`config.mk`:
```
export PLATFORM = sky130hd
export DESIGN_NAME = maths_chk_sat_counter
export DESIGN_NICKNAME = d
export VERILOG_FILES = /design/src/rtl/maths_chk_sat_counter.sv
export SDC_FILE = /design/constraint.sdc
export NUM_CORES = 1
export LEC_CHECK = 0
export BUFFER_PORTS_ARGS = -buffer_cell sky130_fd_sc_hd__buf_2
export CAP_MARGIN = 20
export CORE_MARGIN = 1
export CORE_UTILIZATION = 45
export DETAILED_ROUTE_END_ITERATION = 8
export GPL_ROUTABILITY_DRIVEN = 1
export GPL_TIMING_DRIVEN = 0
export PLACE_DENSITY_LB_ADDON = 0.15
export SLEW_MARGIN = 10
export SYNTH_ARGS = -nofsm -noshare
export SYNTH_HDL_FRONTEND = slang
export SYNTH_SLANG_ARGS = --single-unit
```
`constraint.sdc`:
```
create_clock -name i_clk -period 4.8 [get_ports i_clk]
set_input_delay 0.96 -clock i_clk [delete_from_list [all_inputs] [get_ports i_clk]]
set_output_delay 0.96 -clock i_clk [all_outputs]
set_load 0.02 [all_outputs]
```
`src/rtl/maths_chk_sat_counter.sv`:
```
// Clearable up-counter that holds at all-ones instead of wrapping.
module maths_chk_sat_counter #(
    parameter int CNT_W = 32
) (
    input  logic             i_clk,
    input  logic             i_rst_n,
    input  logic             i_clear,
    input  logic             i_inc,
    output logic [CNT_W-1:0] o_count
);

    localparam logic [CNT_W-1:0] CNT_ONE = CNT_W'(1);

    logic [CNT_W-1:0] r_count;

    always_ff @(posedge i_clk or negedge i_rst_n) begin
        if (!i_rst_n) begin
            r_count <= '0;
        end else if (i_clear) begin
            r_count <= '0;
        end else if (i_inc && (r_count != '1)) begin
            r_count <= r_count + CNT_ONE;
        end
    end

    assign o_count = r_count;

endmodule

```
==> qor.csv, run 1 <==
stage,metric,value,unit
finish,nets,245,
synth,async_flop_share,100,%
synth,synth_top_area_share,43.2,%
global_routing,use_met2,35.2,%
worst_setup_path,crit_required,4960,ps
floorplan,coreArea,3800,µm²
sta,max_freq,424,MHz
power_and_ir_drop,p_total,524,µW
worst_setup_path,worstPathCellList,buf_2 > and3_1 > nand4_1 > a21o_1 > buf_2 > nor4_1 > mux2_2,
sta,tns,0,ps
finish,area.growth.synth_to_final,17.9,%
run_status,status,"finished, final reports clean",
synth,synth_edf_count,0,
clock_network,cts_root_buffer,clkbuf_8,
worst_setup_path,endpoint_kind,register,
routing,vias,1612,
clock_network,ctsResizeCount,0,
floorplan,die-area,4380,µm²
synth,synth_flop_cell,dfrtp_1,
floorplan,start_util,48.8,%
sta,fin_skew,7.92,ps
floorplan,dieHeight,66.2,µm
global_routing,met3_usage,4.66,%
finish,antenna_cells,0,
clock_network,clk_pin_slew,60,ps
sta,rsz0062_at_grt,false,
global_routing,grt_usage,22.1,%
floorplan,rows,22,
placed_design,gp_congestion,0.797,
sta,setup_violations,0,
clock_network,cts_setup_buffers,0,
worst_setup_path,crit_top_cell,buf_2,
sta,slew_violations,0,
placed_design,io_buffers,35,
floorplan,die_w,66.2,µm
worst_setup_path,path_class,input port to register,
global_routing,grt.busiest_layer,met2,
routing,drc_errors,0,
global_routing,grt_pass1_vias,1515,
routing,routed_wl,4220,µm
placed_design,hpwl,3020,µm
routing,drt_first_iter_violations,69,
global_routing,grt_pass1_wl,7270,µm
synth,synth_top_cell_by_area,dfrtp_1,
sta,slew_headroom,53.6,%
worst_setup_path,critPathSlowestCell,mux2_2,
worst_setup_path,crit_family,simple AND/OR/NAND/NOR gates,
run,cap_violations,0,
synth,avgSynthCellArea,9.37,µm²
clock_network,cts.path.max_buffers,2,
finish,largest_reg_flops,32,
clock_network,h-tree-depth,2,
placed_design,dp.cells,281,
global_routing,grt_max_degree,33,
power_and_ir_drop,ir_worst_vdd,156,µV
worst_setup_path,critPathLaunchType,input port,
worst_setup_path,slowest_delay,370,ps
synth,synthDistinctLibCells,42,
min_path,hp-class,register to register,
global_routing,use_met1,29.8,%
sta,fin_crit_sh,49.2,%
synth,netlist_area,1850,µm²
power_and_ir_drop,leakage,0.000998,µW
synth,synth_seq_cells,32,
finish,fin_cells,288,
worst_setup_path,critical_path_buf_inv_count,2,
global_routing,antenna_found_initial,0,
worst_setup_path,cp.arrival,2520,ps
routing,vias_per_cell,5.60,
clock_network,cts-buffers-inserted,5,
finish,final_core_util,57.5,%
worst_setup_path,cp_max_fo,10,
clock_network,cts_hold_buf,0,
clock_network,cts_sinks,32,
finish,drive_gt1_share,25.4,%
power_and_ir_drop,p_per_area,240,nW/µm²
global_routing,grt_overflow,0,
synth,synth_nets,203,
synth,ys.warnings.count,0,
clock_network,clk_latency,280,ps
floorplan,io_pins,36,
routing,wl_per_cell,14.7,µm
sta,hold_viol_final,0,
sta,min_period,2360,ps
routing,dr.pass1.iters,4,
clock_network,cts_tree,built,
synth,synth_area_leaders,"dfrtp_1, nor2_1, xnor2_1",
synth,ys_seq_area_share,43.2,%
synth,syn-instance-count,198,
sta,worst_slew_pin_slew,696,ps
routing,ant_nets,0,
per-stage QoR:
| step | setup WS, ps | cell area (µm²) | hold WS [ps] |
|---|---|---|---|
| 2_1_floorplan | 2510 | 1850 | 656 |
| 3_3_place_gp | 2150 | 2090 | 572 |
| 3_5_place_dp | 2150 | 2090 | 571 |
| 4_1_cts | 2420 | 2190 | 591 |
| 5_1_grt | 2340 | 2190 | 624 |
| 6_report | 2440 | 2190 | 591 |
layout by cell type (no fill, tap or decap), drive strengths merged, types with 8 or more instances in the layout:
master | netlist | final
a21oi | 11 | 11
and3 | 8 | 8
buf | 3 | 38
clkbuf | 4 | 11
dfrtp | 32 | 32
nand2 | 11 | 11
nand3 | 13 | 13
nor2 | 26 | 26
xnor2 | 10 | 10
path summary, 6_finish.rpt:
path                             start           to  slack (ps)  cells past startpoint
max reg2reg                 o_count[0]  o_count[15]        2610                      8
max                              i_inc  o_count[31]        2440                      7
max in group asynchronous      i_rst_n   o_count[1]        3630                      1
min                        o_count[30]  o_count[30]         590                      2
min in group asynchronous      i_rst_n   o_count[8]         720                      1
min reg2reg                o_count[30]  o_count[30]         590                      2
metal layers:
layer | vias up | part of all wire [%]
li1 | 802 | -
met1 | 773 | 50
met2 | 30 | 46
met3 | 7 | 2.4
met4 | 0 | 1.7
met5 | - | 0
worst min-delay path, cell delays in order (launching register included):
cell	delay [ps]
dfrtp_1	390
xor2_1	90
nor2_1	70
layout make-up:
class	count	area, µm²
inverter	7	26.3
fill	366	1610
sequential	32	801
multi-input combinational	152	995
clock buffer	7	96.3
tap	48	60.1
buffer	7	32.5
timing repair buffer	35	175
cells in the mapped netlist, types with 4 or more instances:
cell,instances
nor2_1,26
nand3_1,12
xnor2_1,10
mux2_2,5
nand4_1,6
dfrtp_1,32
nor4_1,4
nor3_1,4
nand2_1,11
a211oi_1,5
and3_1,7
inv_1,7
a21oi_1,11
clkbuf_1,4
o21ai_0,4
or3_1,5
nor2b_1,6
logic make-up after synthesis:
| family | Yosys count | share of synthesized area [%] |
|---|---|---|
| AO/OA/AOI/OAI | 32 | 11.9 |
| XOR/XNOR | 13 | 6.14 |
| adder cells (fa/ha/maj) | 1 | 0.675 |
| buffers and inverters | 14 | 3.17 |
| multiplexers | 7 | 4.39 |
| flip-flops | 32 | 43.2 |
| AND/OR/NAND/NOR | 99 | 30.5 |
where the power goes:
group	switching [µW]	internal [µW]	leakage, µW	total, µW
clock	95.8	128	0.0000503	223
sequential	2.41	271	0.000446	274
combinational	19.3	7.38	0.000502	26.7
(Power assumes the default switching activity.)
==> run 2: changes to the inputs <==
==> constraint.sdc (replaced) <==
create_clock -name i_clk -period 2.1 [get_ports i_clk]
set_input_delay 0.42 -clock i_clk [delete_from_list [all_inputs] [get_ports i_clk]]
set_output_delay 0.42 -clock i_clk [all_outputs]
set_load 0.02 [all_outputs]
==> run 2 against run 1 <==
  * Sequential power increased by 130%
  * Combinational power grew 130%
  * Largest cell class unchanged
  * Final area grew 3.7%
  * Core utilization increased by 2.1 points
  * Routed wire length increased by 6.2%
  * Clock power is 130% higher
==> qor.csv, run 2 (same netlist as run 1, synthesis figures left out) <==
stage,metric,value,unit,change
finish,final_cell_mix,"buf_2, dfrtp_1, nor2_1",,unchanged
floorplan,die_w,66.2,µm,unchanged
worst_setup_path,crit_required,2260,ps,was 4960 ps
global_routing,grt_pass1_wl,7360,µm,was 7270 µm
worst_setup_path,reg2reg_depth,7,,was 8
clock_network,h-tree-depth,2,,unchanged
power_and_ir_drop,leakage,0.00104,µW,was 0.000998 µW
worst_setup_path,critPathLaunchType,register,,was input port
clock_network,cts_sinks,32,,unchanged
placed_design,io_buffers,35,,unchanged
finish,final_core_util,59.7,%,was 57.5%
sta,slew_violations,0,,unchanged
sta,hold_viol_final,0,,unchanged
sta,slew_headroom,53.7,%,was 53.6%
sta,fin_crit_sh,95.5,%,
finish,stdcell_area,2270,µm²,was 2190 µm²
sta,worst_slew_pin_slew,695,ps,was 696 ps
routing,ant_nets,0,,unchanged
sta,setup_violations,0,,unchanged
routing,dr.pass1.iters,4,,unchanged
clock_network,cts.path.max_buffers,2,,unchanged
finish,fin_cells,293,,was 288
global_routing,grt_overflow,0,,unchanged
worst_setup_path,endpoint_kind,register,,unchanged
global_routing,antenna_found_initial,0,,unchanged
clock_network,clk_latency,280,ps,about the same
finish,layout_commonest_cell,buf_2,,unchanged
worst_setup_path,cp.arrival,2170,ps,was 2520 ps
worst_setup_path,cp_max_fo,10,,unchanged
sta,min_period,2000,ps,
power_and_ir_drop,p_total,1200,µW,was 524 µW
sta,fin_skew,7.17,ps,was 7.92 ps
power_and_ir_drop,power_frac_comb,5.2,%,was 5.1%
run,cap_violations,0,,unchanged
clock_network,cts_tree,built,,unchanged
sta,tns,0,ps,unchanged
run_status,status,"finished, final reports clean",,unchanged
floorplan,start_util,48.8,%,unchanged
power_and_ir_drop,switchingPower,270,µW,was 118 µW
sta,max_freq,499,MHz,
power_and_ir_drop,p_per_area,529,nW/µm²,was 240 nW/µm²
finish,fillers,358,,was 366
floorplan,io_pins,36,,unchanged
finish,largest_reg_flops,32,,unchanged
clock_network,clk_pin_slew,70,ps,was 60 ps
power_and_ir_drop,clkPwrFrac,42.6,%,about the same
routing,routed_wl,4480,µm,was 4220 µm
power_and_ir_drop,ir_worst_vdd,357,µV,was 156 µV
min_path,hp-class,input port to asynchronous set/reset pin,,was register to register
placed_design,dp.cells,281,,unchanged
placed_design,dpl-instance-area,2090,µm²,unchanged
finish,nets,250,,was 245
power_and_ir_drop,seq_power_share,52.2,%,was 52.3%
placed_design,hpwl,3020,µm,unchanged
clock_network,cts_root_buffer,clkbuf_8,,unchanged
worst_setup_path,path_class,register to register,,was input port to register
power_and_ir_drop,intPower,930,µW,was 406 µW
routing,vias,1646,,was 1612
placed_design,gp_congestion,0.797,,unchanged
global_routing,grt_pass1_vias,1536,,was 1515
routing,drt_first_iter_violations,103,,was 69
floorplan,rows,22,,unchanged
power_and_ir_drop,switching_share,22.5,%,was 22.4%
clock_network,cts-buffers-inserted,5,,unchanged
global_routing,grt_usage,22.4,%,was 22.1%
routing,drc_errors,0,,unchanged
floorplan,die-area,4380,µm²,unchanged
global_routing,grt_max_degree,33,,unchanged
finish,drive_gt1_share,29.8,%,was 25.4%
finish,area.growth.synth_to_final,22.3,%,was 17.9%
floorplan,dieHeight,66.2,µm,unchanged
finish,antenna_cells,0,,unchanged
routing,vias_per_cell,5.62,,was 5.60
floorplan,coreArea,3800,µm²,unchanged
routing,wl_per_cell,15.3,µm,was 14.7 µm
## run 2: cell count changes in the layout (fill, tap and decap cells not counted)
cell | before | now
nand3_1 | 12 | 10
nand3_2 | 1 | 3
dfrtp_2 | 0 | 1
nor4_4 | 1 | 2
buf_2 | 37 | 36
nor4_2 | 2 | 4
ha_2 | 0 | 1
dfrtp_1 | 32 | 31
buf_4 | 1 | 7
ha_1 | 1 | 0
nor4_1 | 4 | 1
## run 2: per-layer routing
layer	GRT usage (%)	vias to the layer above	routed length (µm)
li1	-	808	-
met1	30.3	796	2110
met2	35.5	33	2160
met3	4.66	9	132
met4	7.45	0	84
met5	0	-	0
## run 2: final timing paths
kind | start | to | slack (ps)
max | o_count[0] | o_count[31] | 100
max reg2reg | o_count[0] | o_count[31] | 100
min in group i_clk | i_inc | o_count[4] | 590
min | i_rst_n | o_count[8] | 180
min reg2reg | o_count[30] | o_count[30] | 590
max in group asynchronous | i_rst_n | o_count[0] | 1430
## run 2: repair_timing
item | in CTS | in global routing
hold endpoints to repair | 0 | 0
pin swaps | 3 | 3
cloned | 0 | 0
resized for setup | 3 | 6
buffers inserted | 2 | 3
setup endpoints to repair | 13 | 15
hold buffers | 0 | 0
## run 2: critical path: stages (launching register included)
cell and delay, ps:
dfrtp_2 440, ha_2 220, nand4_1 150, nor4_4 70, a21o_1 190, buf_4 170, nor4_2 290, mux2_2 360
## run 2: stage by stage
stage | hold WS, ps | setup slack, ps
floorplan | 124 | 25.3
global placement | 512 | -81.7
detailed placement | 514 | -69.7
CTS | 211 | 1.42
global route | 243 | -11.6
finish | 181 | 95.2
## run 2: area by class of cell
type | count | area [µm²] | share of cell area (%)
Multi-Input combinational cell | 152 | 1030 | 45.6
Sequential cell | 32 | 802 | 35.4
Timing Repair Buffer | 40 | 213 | 9.38
Clock buffer | 7 | 96.3 | 4.25
Tap cell | 48 | 60.1 | 2.65
Buffer | 7 | 35.0 | 1.55
Inverter | 7 | 26.3 | 1.16
## run 2: power by group through the flow
stage	clock, µW	combinational [µW]	sequential (µW)
6_report	511	62.3	627
5_1_grt	542	69.6	627
4_1_cts	517	62.9	626
3_5_place_dp	0	62.7	637
3_3_place_gp	0	61.4	637
2_1_floorplan	0	27.3	642
